===== config.mk =====
export PLATFORM = sky130hd
export DESIGN_NAME = ex_mem_stage
export DESIGN_NICKNAME = d
export VERILOG_FILES = /design/src/rtl/pipeline_pkg.sv /design/src/rtl/ex_mul_seq.sv /design/src/rtl/ex_mem_stage.sv
export SDC_FILE = /design/constraint.sdc
export NUM_CORES = 1
export LEC_CHECK = 0
export ABC_AREA = 1
export CAP_MARGIN = 25
export CORE_ASPECT_RATIO = 1.2
export CORE_MARGIN = 8
export CORE_UTILIZATION = 56
export CTS_BUF_LIST = sky130_fd_sc_hd__clkbuf_4 sky130_fd_sc_hd__clkbuf_8 sky130_fd_sc_hd__clkbuf_16
export CTS_CLUSTER_DIAMETER = 120
export DETAILED_ROUTE_END_ITERATION = 10
export PLACE_DENSITY = 0.89
export SLEW_MARGIN = 5
export SYNTH_ARGS = -nofsm -noshare
export SYNTH_HDL_FRONTEND = slang
export SYNTH_SLANG_ARGS = --single-unit

===== constraint.sdc =====
create_clock -name clk -period 10.1 [get_ports clk]
set_clock_uncertainty 0.2 [all_clocks]
set_input_delay 2.525 -clock clk [delete_from_list [all_inputs] [get_ports clk]]
set_output_delay 2.525 -clock clk [all_outputs]
set_load 0.01 [all_outputs]

===== src/rtl/pipeline_pkg.sv =====
// pipeline_pkg: shared ALU opcodes, forwarding selects and multiplier FSM state for the MIPS pipeline
package pipeline_pkg;
   localparam logic [2:0] ALU_ADD = 3'b000;
   localparam logic [2:0] ALU_SUB = 3'b001;
   localparam logic [2:0] ALU_AND = 3'b010;
   localparam logic [2:0] ALU_OR  = 3'b011;
   localparam logic [2:0] ALU_SLT = 3'b100;
   localparam logic [2:0] ALU_XOR = 3'b101;
   localparam logic [2:0] ALU_NOR = 3'b110;
   localparam logic [2:0] ALU_MUL = 3'b111;

   localparam logic [1:0] FWD_NONE  = 2'd0;
   localparam logic [1:0] FWD_EXMEM = 2'd1;
   localparam logic [1:0] FWD_MEMWB = 2'd2;

   typedef enum logic [1:0] {S_IDLE, S_MUL, S_DONE} mul_state_e;

   // The younger EX/MEM result shadows MEM/WB; $0 is never forwarded.
   function automatic logic [1:0] fwd_sel(input logic [4:0] src, input logic exm_we, input logic [4:0] exm_rd,
                                          input logic wb_we, input logic [4:0] wb_rd);
      return (exm_we && exm_rd != 5'd0 && exm_rd == src) ? FWD_EXMEM :
             (wb_we && wb_rd != 5'd0 && wb_rd == src) ? FWD_MEMWB : FWD_NONE;
   endfunction
endpackage


===== src/rtl/ex_mul_seq.sv =====
// ex_mul_seq: iterative shift-add multiplier, one multiplier bit per cycle.
module ex_mul_seq
   import pipeline_pkg::*;
#(
   parameter int WIDTH      = 32,
   parameter int MUL_CYCLES = 32
) (
   input  logic             clk,
   input  logic             rst_n,
   input  logic             start,
   input  logic             abort,
   input  logic [WIDTH-1:0] a,
   input  logic [WIDTH-1:0] b,
   output logic             busy,
   output logic             done,
   output logic [WIDTH-1:0] product
);
   localparam int CW = $clog2(MUL_CYCLES + 1);

   mul_state_e       state_q, state_d;
   logic [WIDTH-1:0] mcand_q, mcand_d, mplier_q, mplier_d, acc_q, acc_d;
   logic [CW-1:0]    cnt_q, cnt_d;

   always_comb begin
      state_d  = state_q;
      mcand_d  = mcand_q;
      mplier_d = mplier_q;
      acc_d    = acc_q;
      cnt_d    = cnt_q;
      if (abort) state_d = S_IDLE;
      else begin
         case (state_q)
            S_IDLE: if (start) begin
               state_d  = S_MUL;
               mcand_d  = a;
               mplier_d = b;
               acc_d    = '0;
               cnt_d    = '0;
            end
            S_MUL: begin
               acc_d    = mplier_q[0] ? acc_q + mcand_q : acc_q;
               mcand_d  = mcand_q << 1;
               mplier_d = mplier_q >> 1;
               cnt_d    = cnt_q + CW'(1);
               if (cnt_q == CW'(MUL_CYCLES - 1)) state_d = S_DONE;
            end
            default: state_d = S_IDLE;
         endcase
      end
   end

   always_ff @(posedge clk or negedge rst_n) begin
      if (!rst_n) begin
         state_q  <= S_IDLE;
         mcand_q  <= '0;
         mplier_q <= '0;
         acc_q    <= '0;
         cnt_q    <= '0;
      end else begin
         state_q  <= state_d;
         mcand_q  <= mcand_d;
         mplier_q <= mplier_d;
         acc_q    <= acc_d;
         cnt_q    <= cnt_d;
      end
   end

   assign busy    = state_q == S_MUL || (state_q == S_IDLE && start && !abort);
   assign done    = state_q == S_DONE;
   assign product = acc_q;
endmodule


===== src/rtl/ex_mem_stage.sv =====
// ex_mem_stage: EX stage with forwarding, single-cycle ALU, iterative multiply and the EX/MEM register.
module ex_mem_stage
   import pipeline_pkg::*;
#(
   parameter int WIDTH      = 32,
   parameter int MUL_CYCLES = 32
) (
   input  logic             clk,
   input  logic             rst_n,
   input  logic [WIDTH-1:0] ID_EX_rs_content,
   input  logic [WIDTH-1:0] ID_EX_rt_content,
   input  logic [WIDTH-1:0] ID_EX_immediate,
   input  logic [4:0]       ID_EX_rs,
   input  logic [4:0]       ID_EX_rt,
   input  logic [4:0]       ID_EX_rd,
   input  logic [2:0]       ID_EX_ALUop,
   input  logic             ID_EX_ALUsrc,
   input  logic             ID_EX_dst,
   input  logic             ID_EX_memread,
   input  logic             ID_EX_memwrite,
   input  logic             ID_EX_memtoreg,
   input  logic             ID_EX_regwrite,
   input  logic             MEM_WB_regwrite,
   input  logic [4:0]       MEM_WB_rd,
   input  logic [WIDTH-1:0] MEM_WB_write_data,
   input  logic             flush,
   output logic [WIDTH-1:0] EX_MEM_alu_result,
   output logic [WIDTH-1:0] EX_MEM_store_data,
   output logic [4:0]       EX_MEM_rd,
   output logic             EX_MEM_memread,
   output logic             EX_MEM_memwrite,
   output logic             EX_MEM_memtoreg,
   output logic             EX_MEM_regwrite,
   output logic             ex_busy
);
   logic [1:0]       sel_a, sel_b;
   logic [WIDTH-1:0] op_a, fwd_b, op_b, alu_y, product;
   logic             busy, done;
   logic [WIDTH-1:0] alu_q, alu_d, store_q, store_d;
   logic [4:0]       rd_q, rd_d;
   logic             mr_q, mr_d, mw_q, mw_d, mt_q, mt_d, rw_q, rw_d;

   assign sel_a = fwd_sel(ID_EX_rs, rw_q, rd_q, MEM_WB_regwrite, MEM_WB_rd);
   assign sel_b = fwd_sel(ID_EX_rt, rw_q, rd_q, MEM_WB_regwrite, MEM_WB_rd);
   assign op_a  = sel_a == FWD_EXMEM ? alu_q : sel_a == FWD_MEMWB ? MEM_WB_write_data : ID_EX_rs_content;
   assign fwd_b = sel_b == FWD_EXMEM ? alu_q : sel_b == FWD_MEMWB ? MEM_WB_write_data : ID_EX_rt_content;
   assign op_b  = ID_EX_ALUsrc ? ID_EX_immediate : fwd_b;

   always_comb begin
      alu_y = '0;
      case (ID_EX_ALUop)
         ALU_ADD: alu_y = op_a + op_b;
         ALU_SUB: alu_y = op_a - op_b;
         ALU_AND: alu_y = op_a & op_b;
         ALU_OR:  alu_y = op_a | op_b;
         ALU_SLT: alu_y = {{(WIDTH-1){1'b0}}, $signed(op_a) < $signed(op_b)};
         ALU_XOR: alu_y = op_a ^ op_b;
         ALU_NOR: alu_y = ~(op_a | op_b);
         default: alu_y = '0;
      endcase
   end

   ex_mul_seq #(.WIDTH(WIDTH), .MUL_CYCLES(MUL_CYCLES)) u_mul (
      .clk     (clk),
      .rst_n   (rst_n),
      .start   (ID_EX_ALUop == ALU_MUL && ID_EX_regwrite),
      .abort   (flush),
      .a       (op_a),
      .b       (fwd_b),
      .busy    (busy),
      .done    (done),
      .product (product)
   );

   // Bubble while flushing or while the multiplier owns the stage; DONE retires the held mul.
   always_comb begin
      alu_d   = '0;
      store_d = '0;
      rd_d    = '0;
      mr_d    = 1'b0;
      mw_d    = 1'b0;
      mt_d    = 1'b0;
      rw_d    = 1'b0;
      if (!(flush || busy)) begin
         alu_d   = done ? product : alu_y;
         store_d = fwd_b;
         rd_d    = ID_EX_dst ? ID_EX_rd : ID_EX_rt;
         mr_d    = ID_EX_memread;
         mw_d    = ID_EX_memwrite;
         mt_d    = ID_EX_memtoreg;
         rw_d    = ID_EX_regwrite;
      end
   end

   always_ff @(posedge clk or negedge rst_n) begin
      if (!rst_n) begin
         alu_q   <= '0;
         store_q <= '0;
         rd_q    <= '0;
         mr_q    <= 1'b0;
         mw_q    <= 1'b0;
         mt_q    <= 1'b0;
         rw_q    <= 1'b0;
      end else begin
         alu_q   <= alu_d;
         store_q <= store_d;
         rd_q    <= rd_d;
         mr_q    <= mr_d;
         mw_q    <= mw_d;
         mt_q    <= mt_d;
         rw_q    <= rw_d;
      end
   end

   assign EX_MEM_alu_result = alu_q;
   assign EX_MEM_store_data = store_q;
   assign EX_MEM_rd         = rd_q;
   assign EX_MEM_memread    = mr_q;
   assign EX_MEM_memwrite   = mw_q;
   assign EX_MEM_memtoreg   = mt_q;
   assign EX_MEM_regwrite   = rw_q;
   assign ex_busy           = busy;
endmodule


## Word-level counts from Yosys, hierarchy flattened

Cells that the tools add are included.

- Input port bits: 161
- Output and inout port bits: 74
- Logic and storage cells: 96
- Flip-flop bits (word level): 177

- Equality and inequality tests: 22
- Add/subtract/negate cells: 4
- Muxes and demuxes: 32
- Reduce and logical (&&, ||, !) cells: 20
- $lt $le $gt $ge: 1
- Bitwise operators: 5

Operators by type and width:

| operator | number |
|---|---|
| 32-bit two-way mux | 12 |
| 32-bit case mux with 7 select lines | 1 |
| 32-bit case mux with 2 select lines | 3 |
| 32-bit adder | 2 |
| 32-bit bitwise AND | 1 |
| 32-bit less-than comparator | 1 |
| 32-bit inverter | 1 |
| 32-bit bitwise OR | 1 |
| 32-bit subtractor | 1 |
| 32-bit bitwise XOR | 1 |
| 5-bit == test | 4 |
| 2-bit two-way mux | 7 |
| 3-bit == test (second input constant) | 4 |
| 6-bit case mux with 2 select lines | 1 |
| 5-bit two-way mux | 2 |
| 5-bit nonzero test | 2 |
| 1-bit logical AND | 9 |
| 6-bit by 1-bit adder with 6-bit output (second input constant) | 1 |
| 2-bit by 1-bit == test with 1-bit output (second input constant) | 3 |
| 2-bit == test (second input constant) | 3 |
| 3-bit by 2-bit == test with 1-bit output (second input constant) | 2 |
| 6-bit by 5-bit == test with 1-bit output (second input constant) | 1 |
| 6-bit two-way mux | 1 |
| 3-bit by 2-bit inequality test with 1-bit output (second input constant) | 2 |
| other kinds (13) | 18 |

## Longest topological paths before layout

- Depth after elaboration: 14
- Depth in mapped cells: 32
- Gate-level depth less buffers: 29

## Cells and area by module

Synthesis repeated with hierarchy kept, for this count alone.

- Cells, all modules: 3036
- Area, all modules: 18341.3 um^2

By module, submodules not included:

| module | instances | cells an instance | area each (um^2) | seq. area each (um^2) |
|---|---|---|---|---|
| ex_mem_stage | 1 | 1957 | 11377.2 | 1826.8 |
| ex_mul_seq | 1 | 1079 | 6964.2 | 2602.5 |

## Least setup slack after synthesis

OpenSTA, ideal clock, no wires.

- Path kind: input -> output
- Start: input port ID_EX_ALUop[2]
- End: output port ex_busy
- Slack: 4.392 ns
- Arrival: 2.983 ns
- Required time: 7.375 ns
- Stages on the path: 3
- Buffers on the path: 1
- Path through: buf_2 nand4_1 nand2_1

- Longest elaborated chain between the ends: 5

Ends and longest elaborated chain:

| item | line | text |
|---|---|---|
| start: declaration | ex_mem_stage.sv:16 | `input logic [2:0] ID_EX_ALUop,` |
| 3-bit == test | ex_mem_stage.sv:66 | `.start (ID_EX_ALUop == ALU_MUL && ID_EX_regwrite),` |
| 1-bit logical AND | ex_mem_stage.sv:66 |  |
| 1-bit logical AND (2 in series) | ex_mul_seq.sv:68 | `assign busy = state_q == S_MUL \|\| (state_q == S_IDLE && start && !abort);` |
| 1-bit logical OR | ex_mul_seq.sv:68 |  |
| end: declaration | ex_mem_stage.sv:34 | `output logic ex_busy` |

No other way between the ends.

## Final worst setup path

- Start: input port ID_EX_rt[2]
- End: register alu_q[10], in the netlist EX_MEM_alu_result[10]

- Longest elaborated chain between the ends: 13
- Elaborated cells between the ends (all ways): 20
- Classes of those cells: add/sub (2); eq/ne (4); mux (8); bitwise (4); reduce/logical (2)

Ends and longest elaborated chain:

| item | line | text |
|---|---|---|
| start: declaration | ex_mem_stage.sv:14 | `input logic [4:0] ID_EX_rt,` |
| 5-bit == test | pipeline_pkg.sv:22 | `(wb_we && wb_rd != 5'd0 && wb_rd == src) ? FWD_MEMWB : FWD_NONE;` |
| 1-bit logical AND | pipeline_pkg.sv:22 |  |
| 2-bit two-way mux | pipeline_pkg.sv:22 |  |
| 2-bit two-way mux * | pipeline_pkg.sv:21 | `return (exm_we && exm_rd != 5'd0 && exm_rd == src) ? FWD_EXMEM :` |
| 2-bit == test | ex_mem_stage.sv:46 | `assign fwd_b = sel_b == FWD_EXMEM ? alu_q : sel_b == FWD_MEMWB ? MEM_WB_write_data : ID_EX_rt_content;` |
| 32-bit two-way mux | ex_mem_stage.sv:46 |  |
| 32-bit two-way mux * | ex_mem_stage.sv:46 |  |
| 32-bit two-way mux * | ex_mem_stage.sv:47 | `assign op_b = ID_EX_ALUsrc ? ID_EX_immediate : fwd_b;` |
| parallel branches: the longest is 2 deep, another holds 32-bit subtractor | -- |  |
| 32-bit case mux with 7 select lines * | ex_mem_stage.sv:51 | `case (ID_EX_ALUop)` |
| 32-bit two-way mux * | ex_mem_stage.sv:85 | `alu_d = done ? product : alu_y;` |
| 32-bit two-way mux * | ex_mem_stage.sv:84 | `if (!(flush \|\| busy)) begin` |
| named net alu_d[10] | ex_mem_stage.sv:39 | `logic [WIDTH-1:0] alu_q, alu_d, store_q, store_d;` |
| end signal: assignment | ex_mem_stage.sv:105 | `alu_q <= alu_d;` |
| end: declaration | ex_mem_stage.sv:39 |  |

Mark *: on every way through the listed nets, which the timed path passes.
A chain may end at the register's enable or synchronous reset.

==> summary.md <==
| Metric | Value |
|---|---|
| Most common cell after layout, fill and taps aside | `nand2_1` |
| DPL Wire Length | `61400 um` |
| Hold buffers post-CTS | `0` |
| DRT Pass-1 Iters | `9` |
| Signal arrival time at the worst endpoint | `7870 ps` |
| Die W | `178 um` |
| Die area | `37500 sq um` |
| CTS resizes | `0` |
| EDFF count, synth | `0` |
| Starting density of the core | `56.7%` |
| Slew Limit Fails | `0` |
| Critical Path RT | `10260 ps` |
| First DRT Iteration DRCs | `2416` |
| Worst setup SP type | `input pin` |
| Critical path class | `input pin to flip-flop` |
| Remaining Overflow, GRT | `0` |
| Clock Sinks | `177` |
| Slew @ Worst Pin | `1130 ps` |
| Final setup viols | `0` |
| Status | `complete, but fails checks` |
| Syn-to-layout area delta | `18.4%` |
| Syn avg cell area | `6.10 sq um` |
| Number of global-route vias before repair | `19971` |
| Clk Latency, worst-skew pair | `460 ps` |
| Largest buffer count on any clock path | `2` |
| Fraction of layout cells with a size suffix above 1 | `4.15%` |
| Die Y | `211 um` |
| Yosys warns | `0` |
| Largest net degree at the start of global routing | `107` |
| Critical Path Sink Type | `flip-flop` |
| Rows | `71` |
| Final antenna-violating net count | `0` |
| Failing checks | `DRC` |
| Final nets | `3377` |
| Initial antenna violation count | `4` |
| CTS H-tree depth | `4` |
| PD cells | `132 nW/um^2` |
| First-pass GRT wire length | `116000 um` |
| GRT Total Usage | `40.7%` |
| TNS Setup | `0 ps` |
| Net Count, Synth | `3205` |
| Peak VDD IR | `0.113 mV` |
| DRC | `4` |
| Slew margin rel. | `24.6%` |
| RePlAce Congestion | `1.11` |
| Sequential area share after synthesis | `25.1%` |
| Most used flip-flop cell after synthesis | `dfrtp_1` |
| Post-Route WL | `77900 um` |
| Via density per instance | `5.98` |
| Most frequent cells in the layout | `990 x nand2_1, 424 x inv_1, 294 x nor2_1` |
| Final worst-path cycle share | `76.4%` |
| Max-capacitance violation count | `0` |
| Placed cell area | `20300 sq um` |
| Post-CTS Setup Inserts | `0` |
| Final Util | `67.1%` |
| Vias | `20826` |
| CTS Buf Count | `17` |
| CP Max Fanout | `35` |
| Final min period | `7710 ps` |
| Design area | `20900 sq um` |
| Core area | `31200 sq um` |
| TritonCTS clock tree | `yes` |
| Synthesized area | `17700 sq um` |
| Synthesized instance count | `2896` |
| Worst-path clk slew | `70 ps` |
| Fraction of registers with async set/reset | `100%` |
| I/O pin total | `235` |
| Achievable clock frequency | `0.130 GHz` |
| Final hold violation count | `0` |
| RSZ-0062 raised after global routing | `false` |
| Root Buffer | `clkbuf_16` |
| Yosys cell types | `47` |
| I/O Buffers | `234` |
| Synthesized flop and latch total | `177` |
| LEAKAGE | `11.2 nW` |
| Mean routed wirelength per cell | `22.4 um` |
| Hold/Removal Path Class | `flip-flop to flip-flop` |
## routing by layer
layer | part of all wire, % | vias up | wire length, um | track usage [%]
met4 | 6.9 | 2 | 5340 | 25.3
met3 | 12 | 306 | 9150 | 10.7
li1 | - | 9521 | - | -
met5 | 0.013 | - | 10 | 0
met1 | 36 | 9610 | 28000 | 48.4
met2 | 46 | 1387 | 35500 | 64.9
## registers in the layout, summed over array words and instances, names as in the netlist
register and count:
EX_MEM_memread 1, EX_MEM_rd 5, u_mul.state_q 2, EX_MEM_memwrite 1
u_mul.mcand_q 32, EX_MEM_store_data 32, EX_MEM_memtoreg 1, u_mul.cnt_q 6
u_mul.product 32, EX_MEM_alu_result 32, u_mul.mplier_q 32, EX_MEM_regwrite 1
## worst max-delay path, stage by stage
cell	delay, ps
clkdlybuf4s50_1	560
xor2_1	190
nor3_1	90
nand2_1	60
buf_4	420
inv_2	190
nor2_2	440
buf_4	390
nand2_1	120
nand3_1	250
nand2_1	80
o21ai_1	260
inv_1	130
ha_1	430
nand2_1	170
inv_1	50
nand2_1	60
nand2_1	80
inv_1	60
nand2_1	220
o21ai_0	240
a21oi_1	60
o21ai_0	480
nand2_1	120
a21oi_1	150
## cell families (layout without fill, tap and decap cells)
kind of cell / Yosys count / in the layout / share of synthesized area (%)
AO/OA/AOI/OAI: 458 / 458 / 15.7
XOR/XNOR: 27 / 27 / 1.34
adder cells (fa/ha/maj): 148 / 148 / 10.6
buffers and inverters: 540 / 725 / 11.8
flip-flops: 177 / 177 / 25.1
other: 0 / 3 / 0
AND/OR/NAND/NOR: 1546 / 1546 / 35.5
## final timing paths
path,slack (ps),from,cells past startpoint,endpoint
worst max-delay path,2390,ID_EX_rt[2],25,EX_MEM_alu_result[10]
worst min-delay path,290,u_mul.mplier_q[9],2,u_mul.mplier_q[9]
worst max register to register,4330,EX_MEM_rd[1],26,EX_MEM_alu_result[10]
worst min register to register,290,u_mul.mplier_q[9],2,u_mul.mplier_q[9]
max in group asynchronous,6100,rst_n,4,u_mul.mplier_q[8]
min in group asynchronous,1740,rst_n,1,EX_MEM_rd[4]
## cells in the mapped netlist (14+ instances only)
master | count | area share (%)
a21oi_1 | 179 | 5.1
a221oi_1 | 27 | 1.3
buf_2 | 19 | 0.54
clkbuf_1 | 74 | 1.6
dfrtp_1 | 177 | 25
ha_1 | 145 | 10
inv_1 | 424 | 9.0
nand2_1 | 991 | 21
nand3_1 | 164 | 4.6
nand4_1 | 19 | 0.67
nor2_1 | 295 | 6.3
nor3_1 | 22 | 0.62
o211ai_1 | 23 | 0.98
o21ai_0 | 111 | 3.1
o21ai_1 | 33 | 0.93
o221ai_1 | 14 | 0.69
o22ai_1 | 16 | 0.57
or2_2 | 21 | 0.74
xor2_1 | 17 | 0.84
## report_power, final
part	switching (mW)	internal [mW]	total [mW]	leakage (nW)
logic	0.739	0.388	1.13	8.65
clock network	0.370	0.346	0.716	0.300
registers	0.103	0.819	0.921	2.28
total	1.21	1.55	2.76	11.2
## cell type report
cell class	instances	area [sq um]
clock inverter	14	173
multi-input combinational	2179	11200
antenna	3	7.51
inverter	430	1620
clock buffer	18	439
fill	2774	10300
tap	401	502
timing repair buffer	263	2580
sequential	177	4430
## stage by stage
step	instances	hold slack [ps]	power (mW)	setup slack, ps
after CTS	3481	287	2.72	2720
final	3485	287	2.76	2390
after floorplan	2896	242	1.58	4390
after detailed placement	3449	266	2.01	2300
after global routing	3484	305	2.90	2210
after global placement	3449	255	1.98	2420
(Power assumes the default switching activity.)
